--- src/rtl/mas_mul_share_arb_if.sv ---
// rtl/mas_mul_share_arb_if.sv - requester, core and response bundle for the shared multiplier arbiter
interface mas_mul_share_arb_if #(
  parameter int NREQ = 4,
  parameter int IDW  = 2
);
  logic [NREQ-1:0]    req_valid;
  logic [NREQ-1:0]    req_ready;
  logic [NREQ*32-1:0] req_in1;
  logic [NREQ*32-1:0] req_in2;
  logic [31:0]        mul_in1;
  logic [31:0]        mul_in2;
  logic [63:0]        mul_res;
  logic               rsp_valid;
  logic [IDW-1:0]     rsp_id;
  logic [63:0]        rsp_res;
  logic               busy;
  logic [IDW+1:0]     inflight;

  modport slave (
    input  req_valid, req_in1, req_in2, mul_res,
    output req_ready, mul_in1, mul_in2, rsp_valid, rsp_id, rsp_res, busy, inflight
  );

  modport master (
    output req_valid, req_in1, req_in2, mul_res,
    input  req_ready, mul_in1, mul_in2, rsp_valid, rsp_id, rsp_res, busy, inflight
  );
endinterface

--- src/rtl/mas_mul_share_arb.sv ---
// rtl/mas_mul_share_arb.sv - round-robin arbiter time-sharing one pipelined 32x32 multiplier core
module mas_mul_share_arb #(
  parameter int NREQ    = 4,
  parameter int MUL_LAT = 2,
  parameter int IDW     = 2
) (
  input logic clk,
  input logic rst,
  mas_mul_share_arb_if.slave bus
);
  localparam logic [IDW+1:0] inf_one = 1;

  logic [IDW-1:0]  ptr;
  logic [IDW-1:0]  idx;
  logic [IDW-1:0]  gnt_id;
  logic [IDW-1:0]  ptr_nxt;
  logic            found;
  logic            fire;
  logic [NREQ-1:0] grant;
  logic [31:0]     win_in1;
  logic [31:0]     win_in2;
  logic [31:0]     mul_in1_q;
  logic [31:0]     mul_in2_q;
  logic [MUL_LAT:0] tag_vld;
  logic [IDW-1:0]  tag_id [MUL_LAT+1];
  logic [IDW+1:0]  inflight_q;

  // Scan from ptr with wrap; first requester found wins.
  always_comb begin
    found   = 1'b0;
    gnt_id  = '0;
    idx     = '0;
    grant   = '0;
    win_in1 = '0;
    win_in2 = '0;
    for (int k = 0; k < NREQ; k++) begin
      idx = IDW'((int'(ptr) + k) % NREQ);
      if (!found && bus.req_valid[idx]) begin
        found  = 1'b1;
        gnt_id = idx;
      end
    end
    for (int j = 0; j < NREQ; j++) begin
      if (found && gnt_id == IDW'(j)) begin
        grant[j] = ~rst;
        win_in1  = bus.req_in1[32*j +: 32];
        win_in2  = bus.req_in2[32*j +: 32];
      end
    end
  end

  assign fire    = found && !rst;
  assign ptr_nxt = (gnt_id == IDW'(NREQ-1)) ? '0 : gnt_id + IDW'(1);

  always_ff @(posedge clk) begin
    if (rst) begin
      ptr        <= '0;
      mul_in1_q  <= '0;
      mul_in2_q  <= '0;
      tag_vld    <= '0;
      inflight_q <= '0;
      for (int s = 0; s <= MUL_LAT; s++) tag_id[s] <= '0;
    end else begin
      if (fire) begin
        ptr       <= ptr_nxt;
        mul_in1_q <= win_in1;
        mul_in2_q <= win_in2;
        tag_id[0] <= gnt_id;
      end
      // Stage 0 covers the operand register, the rest track the core latency.
      tag_vld <= {tag_vld[MUL_LAT-1:0], fire};
      for (int s = 1; s <= MUL_LAT; s++) tag_id[s] <= tag_id[s-1];
      case ({fire, tag_vld[MUL_LAT]})
        2'b10:   inflight_q <= inflight_q + inf_one;
        2'b01:   inflight_q <= inflight_q - inf_one;
        default: inflight_q <= inflight_q;
      endcase
    end
  end

  assign bus.req_ready = grant;
  assign bus.mul_in1   = mul_in1_q;
  assign bus.mul_in2   = mul_in2_q;
  assign bus.rsp_valid = tag_vld[MUL_LAT];
  assign bus.rsp_id    = tag_id[MUL_LAT];
  assign bus.rsp_res   = tag_vld[MUL_LAT] ? bus.mul_res : 64'd0;
  assign bus.inflight  = inflight_q;
  assign bus.busy      = (inflight_q != '0);
endmodule

--- src/flat_wrapper.sv ---
// flat-port wrapper written by rule: the top's interface ports become plain ports
module mas_mul_share_arb_flat 
#(
  parameter int NREQ    = 4,
  parameter int MUL_LAT = 2,
  parameter int IDW     = 2
)
  (clk, rst, bus_req_valid, bus_req_in1, bus_req_in2, bus_mul_res, bus_req_ready, bus_mul_in1, bus_mul_in2, bus_rsp_valid, bus_rsp_id, bus_rsp_res, bus_busy, bus_inflight);
  mas_mul_share_arb_if #(.NREQ(NREQ), .IDW(IDW)) bus_i ();
  input logic clk;
  input logic rst;
  input wire logic [$bits(bus_i.req_valid)-1:0] bus_req_valid;
  input wire logic [$bits(bus_i.req_in1)-1:0] bus_req_in1;
  input wire logic [$bits(bus_i.req_in2)-1:0] bus_req_in2;
  input wire logic [$bits(bus_i.mul_res)-1:0] bus_mul_res;
  output wire logic [$bits(bus_i.req_ready)-1:0] bus_req_ready;
  output wire logic [$bits(bus_i.mul_in1)-1:0] bus_mul_in1;
  output wire logic [$bits(bus_i.mul_in2)-1:0] bus_mul_in2;
  output wire logic [$bits(bus_i.rsp_valid)-1:0] bus_rsp_valid;
  output wire logic [$bits(bus_i.rsp_id)-1:0] bus_rsp_id;
  output wire logic [$bits(bus_i.rsp_res)-1:0] bus_rsp_res;
  output wire logic [$bits(bus_i.busy)-1:0] bus_busy;
  output wire logic [$bits(bus_i.inflight)-1:0] bus_inflight;
  assign bus_i.req_valid = bus_req_valid;
  assign bus_i.req_in1 = bus_req_in1;
  assign bus_i.req_in2 = bus_req_in2;
  assign bus_i.mul_res = bus_mul_res;
  assign bus_req_ready = bus_i.req_ready;
  assign bus_mul_in1 = bus_i.mul_in1;
  assign bus_mul_in2 = bus_i.mul_in2;
  assign bus_rsp_valid = bus_i.rsp_valid;
  assign bus_rsp_id = bus_i.rsp_id;
  assign bus_rsp_res = bus_i.rsp_res;
  assign bus_busy = bus_i.busy;
  assign bus_inflight = bus_i.inflight;
  mas_mul_share_arb #(.NREQ(NREQ), .MUL_LAT(MUL_LAT), .IDW(IDW)) u_core (.clk(clk), .rst(rst), .bus(bus_i));
endmodule
--- config.mk ---
export PLATFORM = sky130hd
export DESIGN_NAME = mas_mul_share_arb_flat
export DESIGN_NICKNAME = d
export VERILOG_FILES = /design/src/rtl/mas_mul_share_arb_if.sv /design/src/rtl/mas_mul_share_arb.sv /design/src/flat_wrapper.sv
export SDC_FILE = /design/constraint.sdc
export NUM_CORES = 1
export LEC_CHECK = 0
export BUFFER_PORTS_ARGS = -buffer_cell sky130_fd_sc_hd__buf_2
export CORE_AREA = 4 4 180 182
export DETAILED_ROUTE_END_ITERATION = 10
export DIE_AREA = 0 0 184 186
export SYNTH_ARGS = -nofsm -noshare
export SYNTH_HDL_FRONTEND = slang
export SYNTH_SLANG_ARGS = --single-unit
--- constraint.sdc ---
create_clock -name clk -period 3.3 [get_ports clk]
set_clock_uncertainty 0.05 [all_clocks]
set_input_delay 0.33 -clock clk [delete_from_list [all_inputs] [get_ports clk]]
set_output_delay 0.33 -clock clk [all_outputs]
set_load 0.02 [all_outputs]
; ---- Word-level counts from Yosys, hierarchy flattened
; Memories as Yosys holds them, arrays and structs flattened.
; Cells that the tools add are included.
[totals]
wordCells = 80
output_inout_bits = 140
ramBits = 6
n_memories = 1
input_bits = 326
regBits = 73
[mem_list]
columns = memory, words, width, read_ports, rd_ports_with_merged_regs, wr, line_no
row1 = u_core.tag_id, 3, 2, 3, 0, 3, mas_mul_share_arb.sv:25  ; logic [IDW-1:0] tag_id [MUL_LAT+1];
[op_classes]
n_reduce_logical = 15
bitwise = 4
magnitude_cmp = 4
eq_ne = 5
mux = 40
addsub = 6
[ops]
columns = operator, count
row1 = 32-bit two-way mux, 8
row2 = 64-bit two-way mux, 1
row3 = 1-bit two-way mux, 18
row4 = 2-bit two-way mux, 8
row5 = "2-bit by 3-bit < comparator with 1-bit output, second input constant", 4
row6 = 1-bit binary-select mux with 2-bit select, 4
row7 = 1-bit logical AND, 8
row8 = 4-bit case mux with 2 select lines, 1
row9 = "2-bit == test, second input constant", 3
row10 = "2-bit by 1-bit adder with 2-bit output, second input constant", 2
row11 = "2-bit adder, second input constant", 2
row12 = "4-bit by 1-bit adder with 4-bit output, second input constant", 1
row13 = "2-bit by 1-bit == test with 1-bit output, second input constant", 2
row14 = 1-bit zero test, 4
row15 = 4-bit nonzero test, 1
row16 = "4-bit by 1-bit subtractor with 4-bit output, second input constant", 1
row17 = 1-bit bitwise OR, 3
row18 = 2-bit zero test, 1
row19 = 2-bit nonzero test, 1
row20 = 1-bit NOT, 1

; ---- Longest topological paths before layout
[logic_depth]
depth_word = 18
ltp_mapped = 12

; ---- Worst setup path before layout
; Ideal clock, no wire load.
[synth_timing]
path_kind = input -> register
start = in rst
end = reg u_core.inflight_q[2], in the netlist u_core.bus.inflight[2]
arrival_time_ns = 2.289
setup_time_ns = 0.071
setup_slack_ns = 0.890
path_stages = 11
cell_sequence = clkbuf_1 nor2_1 clkbuf_1 inv_2 ha_1 xor2_1 ha_1 a21oi_1 xor2_1 or3_1 a21oi_1
[synth_via]
elab_chain_cells = 4
elab_cells_between_ends = 6
[synth_rtl]
columns = element, line_no
row1 = "start, declared", flat_wrapper.sv:11  ; input logic rst;
row2 = 1-bit zero test, mas_mul_share_arb.sv:52  ; assign fire = found && !rst;
row3 = 1-bit logical AND, mas_mul_share_arb.sv:52
row4 = 2-bit by 1-bit == test with 1-bit output or 2-bit == test (tied branches), mas_mul_share_arb.sv:73  ; case ({fire, tag_vld[MUL_LAT]})
row5 = 4-bit case mux with 2 select lines or 2-bit nonzero test (tied branches), -
row6 = "end signal, assigned", mas_mul_share_arb.sv:74  ; 2'b10: inflight_q <= inflight_q + inf_one;
row7 = "end signal, assigned", mas_mul_share_arb.sv:75  ; 2'b01: inflight_q <= inflight_q - inf_one;
row8 = "end signal, assigned", mas_mul_share_arb.sv:76  ; default: inflight_q <= inflight_q;
row9 = "end, declared", mas_mul_share_arb.sv:26  ; logic [IDW+1:0] inflight_q;
; Several ways; a longest one is shown, not always the timed one.
; A chain may end at the register's enable or synchronous reset.

; ---- Worst setup path in the final report
[layout_timing]
start = reg u_core.ptr[1]
end = out bus_req_ready[0]
[layout_via]
elab_chain_cells = 15
elab_cells_between_ends = 28
[layout_rtl]
columns = element, line_no
row1 = "start, declared", mas_mul_share_arb.sv:13  ; logic [IDW-1:0] ptr;
row2 = "start signal, assigned", mas_mul_share_arb.sv:65  ; ptr <= ptr_nxt;
row3 = "parallel branches: the longest is 13 deep, another holds 2-bit by 1-bit adder with 2-bit output", -
row4 = 1-bit logical AND *, mas_mul_share_arb.sv:44  ; if (found && gnt_id == IDW'(j)) begin
row5 = 1-bit two-way mux *, mas_mul_share_arb.sv:44
row6 = "end, declared", flat_wrapper.sv:16  ; output wire logic [$bits(bus_i.req_ready)-1:0] bus_req_ready;
; Mark *: on every way between the ends. The select of a mux whose other input is x is not followed.

==> impl_metrics.json <==
{
  "status": "finished clean",
  "dr.pass1.iters": 5,
  "regToRegStartpoint": "u_core.ptr[1]$_SDFFE_PP0P_",
  "holdPathStages": 4,
  "final_nets": 1485,
  "startpoint_type": "flip-flop",
  "grt_usage_pct": 13.3,
  "grt_max_degree": 89,
  "wl_per_cell_um": 16.1,
  "synth_seq_cells": 79,
  "setup_viol": 0,
  "ys_warn_count": 0,
  "clock_path_buffers": 2,
  "dieHeight_um": 186,
  "setup_slack_ns": 0.518,
  "register_area_mm2": 0.00164,
  "multiInputGateArea_mm2": 0.00357,
  "path_clk_slew_ns": 0.07,
  "p_sw_mw": 1.89,
  "r2r_slack_ns": 0.61,
  "power_frac_comb_pct": 48.4,
  "drive_gt1_share_pct": 49.2,
  "path_class": "flip-flop to output port",
  "power_leakage_nw": 4.02,
  "finalSetupTns_ns": 0,
  "rsz0062_at_grt": "false",
  "clock_tree.root_cell": "clkbuf_16",
  "cts_max_level": 3,
  "fill_cells": 3422,
  "period_needed_ns": 2.78,
  "cts_made_buffers": 9,
  "rr_endpoint": "u_core.bus.mul_in2[26]$_SDFFE_PP0P_",
  "post-route-util_pct": 28.0,
  "max_cap_viol_count": 0,
  "cts.sinks": 79,
  "cts_setup_buffers": 0,
  "area_growth_pct": 52.5,
  "ant_nets": 0,
  "ioPinCount": 466,
  "placedInstanceArea_mm2": 0.00826,
  "viasPerCell": 4.40,
  "yosys_most_used_dff": "dfxtp_1",
  "r2r_cells": 11,
  "place.gp.congestion": 0.895,
  "internal_power_mw": 2.75,
  "dp.cells": 1537,
  "worstMarginPinSlew_ns": 0.852,
  "fin_crit_sh_pct": 84.3,
  "grt_pass1_vias": 6540,
  "slew_viol_final": 0,
  "total_power_mw": 4.63,
  "preCtsSetupSlack_ns": 0.481,
  "cts_hold_buf": 0,
  "dp_hpwl_mm": 19.5,
  "die_x_um": 184,
  "cts_resized": 0,
  "syn_area_mm2": 0.00563,
  "endpoint_kind": "output port",
  "synth_edf_count": 6,
  "p_seq_share_pct": 27.8,
  "start_util_pct": 18.4,
  "irDropWorstVdd_mv": 0.240,
  "instances_no_fill": 1553,
  "synth_cell_types": 34,
  "antenna_found_initial": 1,
  "die_area_mm2": 0.0342,
  "route.vias.total": 6833,
  "grt_overflow": 0,
  "cp_max_fo": 30,
  "switching_share_pct": 40.7,
  "power_density_mw_per_mm2": 540,
  "min_from": "bus_req_in2[97]",
  "hold_path_end": "u_core.bus.mul_in2[1]$_SDFFE_PP0P_",
  "synthArstFlopShare_pct": 0,
  "hp-class": "input pin to flip-flop",
  "cts_tree": "done",
  "port_buffers": 465,
  "grt_pass1_wl_mm": 35.9,
  "worst_ep_required_time_ns": 2.92,
  "relSlewSlack_pct": 43.2,
  "max_freq_mhz": 359,
  "clkPwrFrac_pct": 23.8,
  "syn_inst": 729,
  "ys_seq_area_share_pct": 29.2,
  "hold_ws_ns": 0.288,
  "finalWirelength_mm": 25.1,
  "rows": 64,
  "timing_hold_violations_final": 0,
  "core_mm2": 0.0306,
  "final_area_mm2": 0.00858,
  "drc_errors": 0,
  "drtIter0Drc": 317,
  "synth.avg_cell_area_um2": 7.72,
  "worstPathArrival_ns": 2.40,
  "worstSkewPairLatency_ns": 0.33
}
area by class of cell:
cell class              count  area share, %
diodes                      1         0.0292
repair buffers            483           29.4
inverters                   7          0.306
well taps                 396           5.78
clock buffers              11           3.08
multi-input cells         572           41.7
clock inverters             4          0.598
flip-flops and latches     79           19.1
layer usage:
layer | share of wire [%] | global-route usage (%)
met1 | 42 | 17.0
met2 | 48 | 22.3
met3 | 7.9 | 3.01
met4 | 2.1 | 4.23
met5 | 0.028 | 0
logic make-up (layout without fill, tap and decap cells):
family                   Yosys count  in the layout  synth area share (%)
AO/OA/AOI/OAI                    269            269                  34.1
XOR/XNOR                           3              3                 0.467
adder cells (fa/ha/maj)            7              7                  1.56
buffers and inverters             81            505                  8.30
flip-flops                        79             79                  29.2
multiplexers                       2              2                 0.378
other                              1              5                0.0667
AND/OR/NAND/NOR                  287            287                  26.0
cells in the mapped netlist (2+ instances only):
| master | count | area [um2] |
|---|---|---|
| o21ai_0 | 66 | 330 |
| buf_4 | 4 | 30.0 |
| a21oi_1 | 8 | 40.0 |
| and2_1 | 68 | 425 |
| dfxtp_1 | 73 | 1460 |
| nor2b_1 | 72 | 450 |
| buf_12 | 7 | 140 |
| a221o_1 | 2 | 20.0 |
| a21oi_2 | 60 | 526 |
| buf_2 | 21 | 105 |
| a32o_1 | 65 | 651 |
| ha_1 | 7 | 87.6 |
| edfxtp_1 | 6 | 180 |
| clkbuf_1 | 41 | 154 |
| inv_1 | 4 | 15.0 |
| nand2b_1 | 3 | 18.8 |
| nor2_1 | 9 | 33.8 |
| o22ai_1 | 3 | 18.8 |
| nand2_1 | 129 | 484 |
| inv_2 | 3 | 11.3 |
| xor2_1 | 3 | 26.3 |
| a211oi_1 | 2 | 15.0 |
| o21ai_1 | 62 | 310 |
worst max-delay path, stage by stage, from the launching register on:
cell and delay, ns:
dfxtp_1 0.39, a21o_1 0.13, a21oi_1 0.06, o22ai_1 0.42, ha_2 0.35, buf_4 0.37, and2_1 0.18, buf_2 0.16
cell usage in the layout (no fill, tap or decap), drive strengths merged:
master / count
buf: 483
nand2: 129
o21ai: 128
dfxtp: 73
nor2b: 72
and2: 68
a21oi: 68
a32o: 65
clkbuf: 11
nor2: 9
inv: 8
ha: 7
edfxtp: 6
conb: 4
o22ai: 3
nand2b: 3
xor2: 3
a211oi: 2
a221o: 2
diode: 1
a21o: 1
nor4: 1
nand3: 1
or4: 1
or2: 1
nor3b: 1
mux2: 1
or3: 1
mux2i: 1
clkinvlp: 1
clkinv: 1
bufinv: 1
power by group through the flow:
stage	combinational [mW]	clock, mW	sequential, mW
2_1_floorplan	1.31	0	1.53
3_3_place_gp	2.25	0	1.30
3_5_place_dp	2.27	0	1.31
4_1_cts	2.28	1.16	1.29
5_1_grt	2.47	1.19	1.31
6_report	2.24	1.10	1.29
registers in the layout, indices dropped and copies added (netlist names):
name and count:
u_core.bus.mul_in2 32, u_core.bus.mul_in1 32, u_core.bus.inflight 4, u_core.tag_vld 3, u_core.ptr 2, u_core.tag_id 6
worst max path at each step:
| stage | start | end | slack [ns] | cells after the start |
|---|---|---|---|---|
| 6_report | u_core.ptr[1]$_SDFFE_PP0P_ | bus_req_ready[0] | 0.52 | 7 |
| 5_1_grt | u_core.ptr[1]$_SDFFE_PP0P_ | bus_req_ready[0] | 0.26 | 7 |
| 4_1_cts | u_core.ptr[1]$_SDFFE_PP0P_ | bus_req_ready[0] | 0.43 | 7 |
| 3_5_place_dp | bus_req_valid[0] | u_core.bus.mul_in2[26]$_SDFFE_PP0P_ | 0.48 | 12 |
| 3_3_place_gp | bus_req_valid[0] | u_core.bus.mul_in2[23]$_SDFFE_PP0P_ | 0.52 | 12 |
| 2_1_floorplan | rst | u_core.bus.inflight[2]$_SDFFE_PP0P_ | 0.89 | 11 |
Note: power is estimated with default switching activity, not from simulation.
